===== src/rtl/osd_pkg.sv =====
// Shared types and constants for the OSD glyph fetch path.
// OSD_GLYPH_ROM_OREG_EN selects the character ROM with its output register (two-cycle read).
package osd_pkg;

    localparam int unsigned CHAR_W     = 7;
    localparam int unsigned ROW_W      = 4;
    localparam int unsigned DATA_W     = 9;
    localparam int unsigned GLYPH_ROWS = 16;

    // Rows that may be in flight, parked in the skid register, or shifting.
    localparam int unsigned CREDITS = 2;

`ifdef OSD_GLYPH_ROM_OREG_EN
    localparam int unsigned ROM_LAT = 2;
`else
    localparam int unsigned ROM_LAT = 1;
`endif

    typedef struct packed {
        logic [DATA_W-1:0] data;
        logic              last;
    } glyph_row_t;

    typedef enum logic {
        SHF_IDLE  = 1'b0,
        SHF_SHIFT = 1'b1
    } shf_state_t;

endpackage


===== src/rtl/osd_glyph_shifter.sv =====
// Glyph-row serializer: one-row skid register plus MSB-first pixel shifter
// with a valid/ready handshake toward the overlay mixer.
module osd_glyph_shifter
    import osd_pkg::*;
(
    input  logic       clk,
    input  logic       rst,
    input  logic       in_valid,
    input  glyph_row_t in_row,
    input  logic       pix_ready,
    output logic       pix_valid,
    output logic       pix_bit,
    output logic       pix_last,
    output logic       pix_eol,
    output logic       row_done_c
);

    localparam int unsigned CNT_W = $clog2(DATA_W);

    shf_state_t        state;
    logic [CNT_W-1:0]  bit_cnt;
    logic [DATA_W-1:0] shreg;
    logic              cur_last;
    glyph_row_t        skid;
    logic              skid_vld;

    logic              hs_c;
    logic              free_c;
    logic              load_c;
    glyph_row_t        load_row_c;

    // The shifter can take a new row when idle or while its last pixel is being taken.
    always_comb begin
        hs_c       = pix_valid && pix_ready;
        row_done_c = hs_c && pix_last;
        free_c     = (state == SHF_IDLE) || row_done_c;
        load_c     = free_c && (skid_vld || in_valid);
        load_row_c = skid_vld ? skid : in_row;
    end

    // The current pixel is always the top bit of the shift register.
    assign pix_bit = shreg[DATA_W-1];

    // Skid register: parks a returning row while the shifter is busy.
    always_ff @(posedge clk or posedge rst) begin
        if (rst) begin
            skid     <= '0;
            skid_vld <= 1'b0;
        end else if (in_valid && !free_c) begin
            skid     <= in_row;
            skid_vld <= 1'b1;
        end else if (load_c && skid_vld) begin
            skid_vld <= 1'b0;
        end
    end

    // Shifter FSM with registered pixel outputs.
    always_ff @(posedge clk or posedge rst) begin
        if (rst) begin
            state     <= SHF_IDLE;
            bit_cnt   <= '0;
            shreg     <= '0;
            cur_last  <= 1'b0;
            pix_valid <= 1'b0;
            pix_last  <= 1'b0;
            pix_eol   <= 1'b0;
        end else begin
            case (state)
                SHF_IDLE: begin
                    if (load_c) begin
                        state     <= SHF_SHIFT;
                        shreg     <= load_row_c.data;
                        cur_last  <= load_row_c.last;
                        bit_cnt   <= CNT_W'(DATA_W - 1);
                        pix_valid <= 1'b1;
                        pix_last  <= 1'b0;
                        pix_eol   <= 1'b0;
                    end
                end
                SHF_SHIFT: begin
                    if (row_done_c) begin
                        if (load_c) begin
                            shreg     <= load_row_c.data;
                            cur_last  <= load_row_c.last;
                            bit_cnt   <= CNT_W'(DATA_W - 1);
                            pix_valid <= 1'b1;
                            pix_last  <= 1'b0;
                            pix_eol   <= 1'b0;
                        end else begin
                            state     <= SHF_IDLE;
                            shreg     <= '0;
                            cur_last  <= 1'b0;
                            bit_cnt   <= '0;
                            pix_valid <= 1'b0;
                            pix_last  <= 1'b0;
                            pix_eol   <= 1'b0;
                        end
                    end else if (hs_c) begin
                        shreg    <= {shreg[DATA_W-2:0], 1'b0};
                        bit_cnt  <= bit_cnt - CNT_W'(1);
                        pix_last <= (bit_cnt == CNT_W'(1));
                        pix_eol  <= (bit_cnt == CNT_W'(1)) && cur_last;
                    end
                end
                default: begin
                    state     <= SHF_IDLE;
                    pix_valid <= 1'b0;
                    pix_last  <= 1'b0;
                    pix_eol   <= 1'b0;
                end
            endcase
        end
    end

endmodule


===== src/rtl/osd_glyph_fetch.sv =====
// Glyph-row fetch sequencer: credit counter, ROM address register and read-latency pipe.
// Define OSD_GLYPH_ROM_OREG_EN when the character ROM has its output register enabled.
module osd_glyph_fetch #(
    parameter int unsigned CHAR_W = 7,
    parameter int unsigned ROW_W  = 4,
    parameter int unsigned ADDR_W = 11,
    parameter int unsigned DATA_W = 9
) (
    input  logic              clk,
    input  logic              rst,
    input  logic              req_valid,
    output logic              req_ready,
    input  logic [CHAR_W-1:0] req_char,
    input  logic [ROW_W-1:0]  req_row,
    input  logic              req_last,
    output logic [ADDR_W-1:0] rom_addr,
    input  logic [DATA_W-1:0] rom_data,
    output logic              pix_valid,
    input  logic              pix_ready,
    output logic              pix_bit,
    output logic              pix_last,
    output logic              pix_eol
);

    import osd_pkg::*;

    // Stage 0 marks the cycle rom_addr is presented; the top stage marks valid rom_data.
    localparam int unsigned PIPE_D = ROM_LAT + 1;

    logic [1:0]        occ;
    logic [PIPE_D-1:0] pipe_vld;
    logic [PIPE_D-1:0] pipe_last;
    logic              accept_c;
    logic              row_done_c;
    glyph_row_t        cap_row_c;

    assign req_ready = (occ < 2'(CREDITS)) && !rst;

    always_comb begin
        accept_c       = req_valid && req_ready;
        cap_row_c.data = rom_data;
        cap_row_c.last = pipe_last[PIPE_D-1];
    end

    // Credits: a row is charged on accept and refunded when its last pixel is taken.
    always_ff @(posedge clk or posedge rst) begin
        if (rst) begin
            occ <= '0;
        end else begin
            case ({accept_c, row_done_c})
                2'b10:   occ <= occ + 2'd1;
                2'b01:   occ <= occ - 2'd1;
                default: occ <= occ;
            endcase
        end
    end

    // Address register and read-latency pipe; reset drops any read in flight.
    always_ff @(posedge clk or posedge rst) begin
        if (rst) begin
            rom_addr  <= '0;
            pipe_vld  <= '0;
            pipe_last <= '0;
        end else begin
            if (accept_c) begin
                rom_addr <= ADDR_W'({req_char, req_row});
            end
            pipe_vld  <= {pipe_vld[PIPE_D-2:0], accept_c};
            pipe_last <= {pipe_last[PIPE_D-2:0], accept_c && req_last};
        end
    end

    osd_glyph_shifter u_shf (
        .clk        (clk),
        .rst        (rst),
        .in_valid   (pipe_vld[PIPE_D-1]),
        .in_row     (cap_row_c),
        .pix_ready  (pix_ready),
        .pix_valid  (pix_valid),
        .pix_bit    (pix_bit),
        .pix_last   (pix_last),
        .pix_eol    (pix_eol),
        .row_done_c (row_done_c)
    );

endmodule


===== config.mk =====
export PLATFORM = sky130hd
export DESIGN_NAME = osd_glyph_fetch
export DESIGN_NICKNAME = d
export VERILOG_FILES = /design/src/rtl/osd_pkg.sv /design/src/rtl/osd_glyph_shifter.sv /design/src/rtl/osd_glyph_fetch.sv
export SDC_FILE = /design/constraint.sdc
export NUM_CORES = 1
export LEC_CHECK = 0
export ABC_AREA = 1
export BUFFER_PORTS_ARGS = -buffer_cell sky130_fd_sc_hd__buf_2
export CELL_PAD_IN_SITES_DETAIL_PLACEMENT = 1
export CELL_PAD_IN_SITES_GLOBAL_PLACEMENT = 1
export CORE_ASPECT_RATIO = 0.75
export CORE_MARGIN = 2
export CORE_UTILIZATION = 40
export DETAILED_ROUTE_END_ITERATION = 6
export GPL_TIMING_DRIVEN = 0
export PLACE_DENSITY_LB_ADDON = 0.12
export SLEW_MARGIN = 5
export SYNTH_ARGS = -nofsm -noshare
export SYNTH_HDL_FRONTEND = slang
export SYNTH_SLANG_ARGS = --single-unit

===== constraint.sdc =====
create_clock -name clk -period 1.9 [get_ports clk]
set_clock_uncertainty 0.15 [all_clocks]
set_input_delay 0.19 -clock clk [delete_from_list [all_inputs] [get_ports clk]]
set_output_delay 0.19 -clock clk [all_outputs]
set_load 0.02 [all_outputs]

Word-level counts from Yosys, hierarchy flattened
Index checks and enable logic that the tools add are counted.
Storage, ports and cells
  bits in registers: 46
  bits of input ports: 25
Cells by class
  eq/ne operators: 6
  mux-type cells: 31
  order comparisons: 1
  reductions and logical operators: 17
  add/sub/neg operators: 3
  bitwise logic cells: 1
Operators by type and width (count)
  2-to-1 mux 9 bit: 4
  case mux 9 bit (2 select lines): 1
  2-to-1 mux 4 bit: 4
  2-to-1 mux 1 bit: 14
  2-to-1 mux 10 bit: 1
  case mux 1 bit (2 select lines): 5
  logical AND 1 bit: 9
  case mux 4 bit (2 select lines): 1
  == test 4 x 1 -> 1 bit (second input constant): 1
  case mux 2 bit (2 select lines): 1
  AND reduction 2 bit: 2
  nonzero test 2 bit: 2
  subtractor 4 x 1 -> 4 bit (second input constant): 1
  inequality test 3 bit (second input constant): 1
  adder 2 x 1 -> 2 bit (second input constant): 1
  == test 2 x 1 -> 1 bit (second input constant): 1
  == test 2 bit (second input constant): 1
  logical NOT 1 bit: 2
  logical OR 1 bit: 2
  less-than comparator 2 bit (second input constant): 1
  inequality test 2 x 1 -> 1 bit (second input constant): 1
  inequality test 2 bit (second input constant): 1
  subtractor 2 x 1 -> 2 bit (second input constant): 1
  inverter 1 bit: 1

Depth between registers and ports, before layout
Gate-level depths: netlist (run 1).
  depth in word-level cells: 7
  gate-level depth with buffers: 7
  gate-level depth less buffers: 6

By module
Synthesis (run 1) repeated with hierarchy kept, for this count alone.
Unflattened totals
  cell total of the unflattened synthesis: 262
  area, all modules: 2162.1 µm²
By module, submodules not included
  osd_glyph_shifter: cells each 192, instances 1, area an instance 1476.4 µm²
  osd_glyph_fetch: cells each 70, instances 1, area an instance 685.7 µm²

Worst setup path before layout (run 1)
OpenSTA, ideal clock, no wires.
  path kind: reg2reg
  from: register occ[1]
  to: register occ[1]
  path slack: -0.101 ns
  required time: 1.626 ns
  path buffers: 1
  clock period less this slack: 2.001 ns
  cell stages (with the launch flop): 8
  data arrival time: 1.727 ns
  path through: dfrtp_1 -> nor2_1 -> nand2_1 -> buf_2 -> ha_1 -> a21oi_1 -> o21ai_0 -> xnor2_1
On the way
  longest elaborated chain between the ends: 5
  elaborated cells between the ends (all ways): 9
  classes of those cells: 2 x add/sub; 1 x order compare; 2 x eq/ne; 1 x mux; 3 x reduce/logical
RTL lines
  start, declared: RTL line osd_glyph_fetch.sv:30  | logic [1:0] occ;
  start signal, assigned: RTL line osd_glyph_fetch.sv:51  | 2'b10: occ <= occ + 2'd1;
  start signal, assigned: RTL line osd_glyph_fetch.sv:52  | 2'b01: occ <= occ - 2'd1;
  less-than comparator 2 bit (*): RTL line osd_glyph_fetch.sv:37  | assign req_ready = (occ < 2'(CREDITS)) && !rst;
  logical AND 1 bit (*): RTL line osd_glyph_fetch.sv:37
  net req_ready: RTL line osd_glyph_fetch.sv:12  | output logic req_ready,
  logical AND 1 bit (*): RTL line osd_glyph_fetch.sv:40  | accept_c = req_valid && req_ready;
  == test 2 x 1 -> 1 bit or == test 2 bit (tied branches): RTL line osd_glyph_fetch.sv:50  | case ({accept_c, row_done_c})
  case mux 2 bit (2 select lines) or nonzero test 2 bit (tied branches)
The timed path passes the listed nets; every way through them passes the cells marked *.
A chain may end at the register's enable or synchronous reset.

Worst setup path in the final report (run 1)
  from: register occ[1]
  to: register occ[1]
On the way
  longest elaborated chain between the ends: 5
  elaborated cells between the ends (all ways): 9
  classes of those cells: 2 x add/sub; 1 x order compare; 2 x eq/ne; 1 x mux; 3 x reduce/logical
RTL lines (RTL line)
  less-than comparator 2 bit: osd_glyph_fetch.sv:37
  logical AND 1 bit: osd_glyph_fetch.sv:37
  logical AND 1 bit: osd_glyph_fetch.sv:40
  == test 2 x 1 -> 1 bit or == test 2 bit (tied branches): osd_glyph_fetch.sv:50
  case mux 2 bit (2 select lines) or nonzero test 2 bit (tied branches)
Several ways; a longest one is shown, not always the timed one.

==> results of run 1 <==
flip-flops by register name, indices dropped and copies added (netlist names):
signal           count
rom_addr            11
pipe_vld             2
u_shf.bit_cnt        4
u_shf.pix_valid      1
u_shf.pix_last       1
occ                  2
u_shf.state          1
u_shf.cur_last       1
u_shf.pix_eol        1
u_shf.shreg          9
u_shf.skid_vld       1
pipe_last            2
u_shf.skid          10
path summary, 6_finish.rpt:
check,from,endpoint,slack (ns),cells after the start
worst min-delay path,rom_data[3],u_shf.skid[4],0.008,3
worst max-delay path,occ[1],occ[1],0.15,7
max in group asynchronous,rst,u_shf.skid[6],0.83,4
worst max register to register,occ[1],occ[1],0.15,7
worst min register to register,pipe_last[0],pipe_last[1],0.20,0
min in group asynchronous,rst,occ[1],0.29,3
what timing repair did:
action / CTS / global route
buffers inserted: 0 / 1
endpoints found under the hold margin: 29 / 0
gates resized for setup: 0 / 3
hold buffers: 15 / 0
endpoints found under the setup margin: 0 / 1
layer usage:
| metal | up-vias | track usage (%) |
|---|---|---|
| li1 | 867 | - |
| met1 | 779 | 25.3 |
| met2 | 25 | 27.7 |
| met3 | 6 | 4.58 |
| met4 | 0 | 5.19 |
| met5 | - | 0 |
placed cells by master (no fill, tap or decap), drive strengths merged, types with 2 or more instances in the layout:
master       netlist  layout
o21ai             22      22
nand2             88      88
a21oi              5       5
nor2              10      10
ha                 3       3
buf                7      49
xnor2              2       2
dlygate4sd3        0      15
clkbuf             1       8
inv               22      22
dfrtp             46      46
nand3             26      26
report_power, final:
group	switching [uW]	internal, uW	total, uW
logic	482	332	814
registers	134	1210	1350
clock network	309	293	603
total	925	1840	2770
final cells by class:
cell class | count | area, um2 | area share, %
plain buffers | 8 | 67.6 | 2.57
clock buffers | 7 | 86.3 | 3.28
clock inverters | 1 | 5.00 | 0.190
inverters | 22 | 82.6 | 3.14
multi-input cells | 159 | 787 | 29.9
flip-flops and latches | 46 | 1150 | 43.7
well taps | 60 | 75.1 | 2.85
repair buffers | 57 | 378 | 14.4
cells by family after synthesis:
kind of cell | count (synthesis) | synth area share (%)
buffers and inverters | 30 | 7.10
adders and majority gates | 3 | 1.80
DFF | 46 | 55.3
xor gates and xnor gates | 3 | 1.26
AOI/OAI and AO/OA | 27 | 8.12
and+or+nand+nor | 126 | 26.4
worst register-to-register path: stages (launching register included):
cell and delay, ns:
sky130_fd_sc_hd__dfrtp_1 0.40, sky130_fd_sc_hd__nor2_2 0.11, sky130_fd_sc_hd__nand2_2 0.09, sky130_fd_sc_hd__buf_4 0.19
sky130_fd_sc_hd__ha_1 0.33, sky130_fd_sc_hd__a21oi_1 0.11, sky130_fd_sc_hd__o21ai_0 0.12, sky130_fd_sc_hd__xnor2_1 0.15
stage by stage:
step,total power (uW),setup TNS (ns),util (%)
global placement,2110,-9.89,47.6
global route,2970,0,53.1
floorplan,1880,0,-
finish,2770,0,53.1
CTS,2780,0,52.9
detailed placement,2140,0,48.0
==> results.txt, run 1 <==
----------------------------------------------------
[CTS]
  Clk Tree Root Cell ... sky130_fd_sc_hd__clkbuf_8
  CTS max path bufs ... 2
  Clock tree from TritonCTS ... done
  Clk Latency, worst-skew pair ... 0.29 ns
  Number of H-tree branching levels ... 2
  Sinks on the clock net ... 46
  Clock slew at the register clock pins of the worst setup and hold paths ... 0.08 ns
  Num CTS Buffers ... 5

[Worst setup path]
  Worst endpoint required time ... 1.93 ns
  CP arrival ... 1.78 ns
  Peak per-stage delay on the critical path ... 0.40 ns
  Cell with the largest stage delay on the worst path ... sky130_fd_sc_hd__dfrtp_1
  Cell family with most CP delay ... flip-flops
  Critical Setup Path Class ... reg2reg
  Critical path capture point type ... register
  Launching element type of the critical path ... register
  Largest fanout of any net on the critical path ... 10
  Worst Path Buf+Inv ... 1
  Ordered cell list for the critical path ... nor2_2 -> nand2_2 -> buf_4 -> ha_1 -> a21oi_1 -> o21ai_0 -> xnor2_1

[Logic synthesis]
  Fraction of synthesis flops using an asynchronous set or reset pin ... 100%
  Number of warnings reported in the yosys synthesis log ... 0
  Post-synth top area cell ... sky130_fd_sc_hd__dfrtp_1
  Biggest area contributors in the synthesized netlist ... sky130_fd_sc_hd__dfrtp_1 55%, sky130_fd_sc_hd__nand2_1 15%, sky130_fd_sc_hd__nand3_1 5.8%, sky130_fd_sc_hd__o21ai_2 3.8%, sky130_fd_sc_hd__inv_1 3.6%
  Count of cell types in the netlist ... 23
  Most frequently used flop master after synthesis ... sky130_fd_sc_hd__dfrtp_1
  Mean post-synth cell area ... 8.85 um2
  Yosys reg bits ... 46
  Number of cells produced by synthesis ... 235
  Synth Cell Area ... 2080 um2
  Number of nets in the synthesized netlist ... 263
  Post-synth top area share ... 55.3%
  Post-synthesis sequential area ratio ... 55.3%
  Number of synthesized flops with an enable pin ... 0
  Most frequent cell after synthesis ... sky130_fd_sc_hd__nand2_1
  Most used standard cells in the synthesized netlist ... 83 x sky130_fd_sc_hd__nand2_1, 46 x sky130_fd_sc_hd__dfrtp_1, 24 x sky130_fd_sc_hd__nand3_1, 20 x sky130_fd_sc_hd__inv_1, 13 x sky130_fd_sc_hd__o21ai_0

[Drt]
  Detailed-route DRC error count ... 0
  Top routing layer in use ... met4
  Met2 Wirelength ... 2030 um
  Routed via count ... 1677
  Post-detailed-route wirelength per cell ... 12.8 um
  First DRT Iteration DRCs ... 51
  Total met3 wirelength after detailed routing ... 163 um
  Metal-1 WL ... 2360 um
  Total Routed Length ... 4590 um
  Post-DRT Antenna Nets ... 0
  Number of search-and-repair iterations in the first detailed-routing pass ... 4
  Via density per instance ... 4.66

[Outcome]
  Outcome ... completed

[Timing]
  Setup repair after global routing missed its margin ... no
  Total setup violations reported at the end of the flow ... 0
  Worst slew pin tran ... 0.393 ns
  Share of the clock period used by the worst path ... 92.0%
  Tightest slew margin relative to the limit ... 73.8%
  Fmax achieved ... 572 MHz
  Number of max-slew violations in the final report ... 0
  Time the worst path needs with I/O delays and setup ... 1.75 ns
  Smallest setup slack after layout ... 0.152 ns
  Hold Violations, Final ... 0
  Final hold slack ... 0.00794 ns

[Job]
  Max-cap viol count ... 0

[Final layout]
  Final cell count without fillers ... 360
  Net count, final ... 327
  Cell area after layout ... 2630 um2
  Filler cell count in the final layout ... 606
  Synthesis-to-layout area growth ... 26.5%
  Ant. Diodes ... 0
  Share of post-route cells with drive strength above 1 ... 26.3%

[Power and ir drop]
  Power Dens Cells ... 1050 nW/um2
  Peak supply drop ... 0.564 mV
  Leakage power ... 0.00140 uW

[Place]
  Worst slack after detailed placement ... 0.0317 ns
  Port buffer count ... 40
  Sum of net half-perimeters after detailed placement ... 3290 um
  Count of placed standard cells including taps ... 336
  Routability congestion estimate ... 0.737
  Dpl cell area ... 2380 um2

[Die]
  Die boundary width ... 87.3 um
  Die Y-Extent ... 66.5 um
  I/O pin count ... 41
  Starting density of the core ... 42.0%
  Placeable core region ... 4950 um2
  Die area ... 5800 um2
  Standard-cell rows ... 22

[Global routing]
  Global-route wire length before repair ... 8000 um
  Via count of the first global-routing pass ... 1765
  Overall fraction of global-route tracks in use ... 18.1%
  Largest net degree at the start of global routing ... 32
  Global route overflow ... 0
  Number of antenna violations at the first check in global routing ... 0

[Worst hold path]
  Path class of the lowest-slack min-delay path ... in2reg

----------------------------------------------------
Power figures use the tool's default switching activity.
==> inputs of run 2 (changes only) <==
==> constraint.sdc (replaced) <==
create_clock -name clk -period 1.9 [get_ports clk]
set_clock_uncertainty 0.15 [all_clocks]
set_input_delay 0.38 -clock clk [delete_from_list [all_inputs] [get_ports clk]]
set_output_delay 0.38 -clock clk [all_outputs]
set_load 0.02 [all_outputs]
==> run 2 against run 1 <==
Global-route usage shrank 0.67 points. Maximum frequency grew 0.28%. Final cell count shrank 3.9%. Die area is the same. Via count shrank 3.0%. Clock power is essentially flat. Combinational power shrank 3.1%. Non-clock buffer count shrank 14. Wire length shrank 4.5%. Hold slack gained 0.12 ns. Critical path type unchanged. Critical endpoint unchanged. Largest cell class unchanged.
==> results.txt, run 2 (synthesis gave the netlist of run 1 again) <==
----------------------------------------------------
[CTS]
  Num CTS Buffers ... 5
  Clk Latency, worst-skew pair ... 0.29 ns
  CTS max path bufs ... 2
  Number of H-tree branching levels ... 2
  Clk Tree Root Cell ... sky130_fd_sc_hd__clkbuf_8
  Sinks on the clock net ... 46
  Clock slew at the register clock pins of the worst setup and hold paths ... 0.08 ns
  Clock tree from TritonCTS ... done

[Timing]
  Worst slew pin tran ... 0.393 ns
  Fmax achieved ... 574 MHz
  Tightest slew margin relative to the limit ... 73.8%
  Share of the clock period used by the worst path ... 91.7%
  Total negative setup slack ... 0 ns
  Total setup violations reported at the end of the flow ... 0
  Final hold slack ... 0.123 ns
  Number of max-slew violations in the final report ... 0
  Setup repair after global routing missed its margin ... no
  Time the worst path needs with I/O delays and setup ... 1.74 ns
  Hold Violations, Final ... 0

[Final layout]
  Synthesis-to-layout area growth ... 19.8%
  Ant. Diodes ... 0
  Most common cell after layout, fill and taps aside ... sky130_fd_sc_hd__nand2_1
  Net count, final ... 313
  Share of post-route cells with drive strength above 1 ... 27.6%
  Largest Register ... rom_addr
  Top library cells by usage in the layout, fill and taps aside ... 82 x sky130_fd_sc_hd__nand2_1, 46 x sky130_fd_sc_hd__dfrtp_1, 42 x sky130_fd_sc_hd__buf_2
  Final cell count without fillers ... 346
  Top flop regs ... rom_addr: 11 flops, u_shf.skid: 10 flops, u_shf.shreg: 9 flops
  Cell area after layout ... 2490 um2
  Max FFs per register ... 11
  Share of the core filled with cells in the final layout ... 50.3%

[Power and ir drop]
  Peak supply drop ... 0.528 mV
  Power Dens Cells ... 1100 nW/um2
  Leakage power ... 0.00134 uW

[Global routing]
  Largest net degree at the start of global routing ... 32
  Overall fraction of global-route tracks in use ... 17.4%
  Number of antenna violations at the first check in global routing ... 0
  Global route overflow ... 0
  Global-route wire length before repair ... 7710 um
  Via count of the first global-routing pass ... 1702

[Worst setup path]
  Launching element type of the critical path ... register
  CP arrival ... 1.77 ns
  Worst endpoint required time ... 1.93 ns
  Reg-to-reg setup timing slack ... 0.16 ns
  Largest fanout of any net on the critical path ... 10
  Critical Setup Path Class ... reg2reg
  Critical path capture point type ... register

[Place]
  Count of placed standard cells including taps ... 336
  Dpl cell area ... 2380 um2
  Sum of net half-perimeters after detailed placement ... 3290 um
  Routability congestion estimate ... 0.737
  Port buffer count ... 40

[Drt]
  Post-DRT Antenna Nets ... 0
  Total Routed Length ... 4390 um
  Detailed-route DRC error count ... 0
  Post-detailed-route wirelength per cell ... 12.7 um
  First DRT Iteration DRCs ... 46
  Routed via count ... 1627
  Via density per instance ... 4.70
  Number of search-and-repair iterations in the first detailed-routing pass ... 4

[Die]
  Standard-cell rows ... 22
  I/O pin count ... 41
  Starting density of the core ... 42.0%
  Die area ... 5800 um2
  Die boundary width ... 87.3 um
  Die Y-Extent ... 66.5 um
  Placeable core region ... 4950 um2

[Job]
  Max-cap viol count ... 0

[Outcome]
  Outcome ... completed

[Worst hold path]
  Path class of the lowest-slack min-delay path ... in2reg

----------------------------------------------------
[run 2: final cells by class]
| cell class | instances | area (um2) |
|---|---|---|
| inverter | 22 | 82.6 |
| tap | 60 | 75.1 |
| multi-input combinational | 159 | 787 |
| fill | 622 | 2460 |
| buffer | 8 | 67.6 |
| sequential | 46 | 1150 |
| timing repair buffer | 43 | 238 |
| clock buffer | 7 | 86.3 |
| clock inverter | 1 | 5.00 |
[run 2: where the power goes]
part	internal, uW	switching, uW	leakage (uW)	total (uW)
clock network	294	309	0.0000482	603
logic	314	475	0.000706	789
registers	1210	133	0.000589	1350
total	1820	917	0.00134	2740
[run 2: path summary, 6_finish.rpt]
check	start	to	cells after the start
max	occ[1]	occ[1]	7
min	req_char[2]	rom_addr[6]	3
min reg2reg	pipe_last[0]	pipe_last[1]	0
max reg2reg	occ[1]	occ[1]	7
min in group asynchronous	rst	occ[1]	3
max in group asynchronous	rst	u_shf.skid[6]	4
[run 2: worst max-delay path, stage by stage, from the launching register on]
cell and delay, ns:
sky130_fd_sc_hd__dfrtp_1 0.40, sky130_fd_sc_hd__nor2_2 0.11, sky130_fd_sc_hd__nand2_2 0.09, sky130_fd_sc_hd__buf_4 0.18, sky130_fd_sc_hd__ha_1 0.32, sky130_fd_sc_hd__a21oi_1 0.11
sky130_fd_sc_hd__o21ai_0 0.12, sky130_fd_sc_hd__xnor2_1 0.15
[run 2: routing by layer]
| layer | wire [um] | vias to the layer above | track usage [%] | part of all wire (%) |
|---|---|---|---|---|
| met2 | 1910 | 25 | 26.0 | 43 |
| li1 | - | 839 | - | - |
| met3 | 163 | 6 | 4.46 | 3.7 |
| met4 | 44 | 0 | 5.19 | 1.0 |
| met5 | 0 | - | 0 | 0 |
| met1 | 2270 | 757 | 24.9 | 52 |
[run 2: stage by stage]
step	power, uW	worst slack (ns)
6_report	2740	0.157
5_1_grt	2940	0.00826
4_1_cts	2760	0.0135
3_5_place_dp	2140	-0.0333
3_3_place_gp	2110	-0.408
2_1_floorplan	1880	0.0175
[run 2: what timing repair did]
item,in CTS,in global routing
resized for setup,0,3
endpoints found under the setup margin,0,1
hold buffers,1,0
buffers inserted,0,1
endpoints found under the hold margin,15,0
==> inputs of run 3 (changes only) <==
BUFFER_PORTS_ARGS = -buffer_cell sky130_fd_sc_hd__buf_4   (was -buffer_cell sky130_fd_sc_hd__buf_2)
==> run 3 against run 2 <==
Global-route usage up 1.1 points. Power up 5.0%. Wire length up 5.2%. Largest power group unchanged. Highest routed layer unchanged.
==> results.txt, run 3 (synthesis gave the netlist of run 1 again) <==
----------------------------------------------------
[CTS]
  Clk Latency, worst-skew pair ... 0.30 ns
  Sinks on the clock net ... 46
  Number of H-tree branching levels ... 2
  CTS max path bufs ... 2
  Clock slew at the register clock pins of the worst setup and hold paths ... 0.09 ns
  Clk Tree Root Cell ... sky130_fd_sc_hd__clkbuf_8
  Clock tree from TritonCTS ... done
  Num CTS Buffers ... 5

[Global routing]
  Global route overflow ... 0
  Global-route wire length before repair ... 8210 um
  Via count of the first global-routing pass ... 1669
  Number of antenna violations at the first check in global routing ... 0
  Overall fraction of global-route tracks in use ... 18.5%
  Largest net degree at the start of global routing ... 39

[Power and ir drop]
  Clk network pwr share ... 22.1%
  Psw ... 973 uW
  Leakage power ... 0.00137 uW
  Power Dens Cells ... 1100 nW/um2
  Peak supply drop ... 0.623 mV
  Comb pwr share ... 30.5%
  Switching Share ... 33.8%
  Total Power Consumption ... 2880 uW
  Total internal power ... 1900 uW
  Register share of total power ... 47.5%

[Worst setup path]
  CP arrival ... 1.75 ns
  Critical Setup Path Class ... reg2reg
  Peak per-stage delay on the critical path ... 0.43 ns
  Reg-to-reg setup timing slack ... 0.18 ns
  Largest fanout of any net on the critical path ... 10
  RR Startpoint ... occ[1]
  Endpoint of the lowest-slack register-to-register path ... occ[1]
  Worst Path Buf+Inv ... 1
  Count of cells along the worst register-to-register path ... 7
  Cell with the largest stage delay on the worst path ... sky130_fd_sc_hd__dfrtp_1
  Cell family with most CP delay ... flip-flops
  Launching element type of the critical path ... register
  Worst endpoint required time ... 1.94 ns
  Ordered cell list for the critical path ... nor2_4 -> nand2_2 -> buf_6 -> ha_1 -> a21oi_1 -> o21ai_1 -> xnor2_1
  Critical path capture point type ... register

[Timing]
  Hold Violations, Final ... 0
  Time the worst path needs with I/O delays and setup ... 1.72 ns
  Number of max-slew violations in the final report ... 0
  Worst slew pin tran ... 0.367 ns
  Smallest setup slack after layout ... 0.185 ns
  Fmax achieved ... 583 MHz
  Tightest slew margin relative to the limit ... 75.5%
  Total negative setup slack ... 0 ns
  Total setup violations reported at the end of the flow ... 0
  Share of the clock period used by the worst path ... 90.3%
  Final hold slack ... 0.115 ns
  Setup repair after global routing missed its margin ... no

[Job]
  Max-cap viol count ... 0

[Drt]
  Number of search-and-repair iterations in the first detailed-routing pass ... 4
  Routed via count ... 1643
  Via density per instance ... 4.75
  Post-DRT Antenna Nets ... 0
  Post-detailed-route wirelength per cell ... 13.3 um
  Detailed-route DRC error count ... 0
  Total Routed Length ... 4620 um
  First DRT Iteration DRCs ... 67

[Final layout]
  Largest Register ... rom_addr
  Top flop regs ... rom_addr: 11 flops, u_shf.skid: 10 flops, u_shf.shreg: 9 flops
  Ant. Diodes ... 0
  Synthesis-to-layout area growth ... 25.2%
  Top library cells by usage in the layout, fill and taps aside ... 82 x sky130_fd_sc_hd__nand2_1, 46 x sky130_fd_sc_hd__dfrtp_1, 43 x sky130_fd_sc_hd__buf_4
  Max FFs per register ... 11
  Cell area after layout ... 2610 um2
  Share of post-route cells with drive strength above 1 ... 28.0%
  Most common cell after layout, fill and taps aside ... sky130_fd_sc_hd__nand2_1
  Net count, final ... 313

[Worst hold path]
  WHS Path Cells ... 3
  Path class of the lowest-slack min-delay path ... in2reg
  Source of the worst hold timing path ... req_char[2]
  Hold worst-path end ... rom_addr[6]

[Die]
  Placeable core region ... 4950 um2
  Die boundary width ... 87.3 um
  Die Y-Extent ... 66.5 um
  Starting density of the core ... 42.0%
  Standard-cell rows ... 22
  I/O pin count ... 41
  Die area ... 5800 um2

[Place]
  Routability congestion estimate ... 0.744
  Sum of net half-perimeters after detailed placement ... 3400 um
  Dpl cell area ... 2480 um2
  Port buffer count ... 40
  Worst slack after detailed placement ... -0.0460 ns

[Outcome]
  Outcome ... completed

----------------------------------------------------
## run 3: what timing repair did
item                                    in CTS  in global routing
buffers inserted                             0                  1
resized for setup                            0                  6
endpoints found under the hold margin        8                  0
endpoints found under the setup margin       0                  1
hold buffers                                 1                  0
## run 3: how the worst max path moves through the flow
stage,end,cells past startpoint,start,slack [ns]
global route,occ[1],7,occ[1],0.02
detailed placement,occ[1],8,rst,-0.05
global placement,u_shf.skid[4],2,rst,-0.43
finish,occ[1],7,occ[1],0.18
floorplan,occ[1],7,occ[1],0.02
CTS,occ[1],7,occ[1],0.007
## run 3: routing by layer
layer,wire length (um),part of all wire [%],GRT usage [%]
met2,2110,46,27.7
met1,2280,49,26.7
met4,63,1.4,5.77
met3,165,3.6,4.21
met5,0,0,0
## run 3: stage by stage
| stage | std cells | util [%] |
|---|---|---|
| after floorplan | 235 | - |
| after CTS | 345 | 52.1 |
| after global routing | 346 | 52.6 |
| final | 346 | 52.6 |
| after global placement | 335 | 49.6 |
| after detailed placement | 336 | 50.0 |
## run 3: power by group through the flow
stage / Clock [uW] / Sequential [uW] / Combinational, uW
5_1_grt: 700 / 1400 / 980
3_5_place_dp: 0 / 1370 / 866
3_3_place_gp: 0 / 1370 / 828
6_report: 635 / 1360 / 877
4_1_cts: 657 / 1360 / 867
2_1_floorplan: 0 / 1490 / 393
## run 3: area by class of cell
cell class                 instances  area, um2
buffer                             8       71.3
clock buffer                       6       82.6
clock inverter                     2       12.5
fill                             609       2350
inverter                          22       82.6
multi-input combinational        159        792
sequential                        46       1150
tap                               60       75.1
timing repair buffer              43        338
## run 3: worst min-delay path, delay by kind of cell
kind                   cells  cell delay [ns]
and+or+nand+nor            2             0.08
buffers and inverters      1             0.07
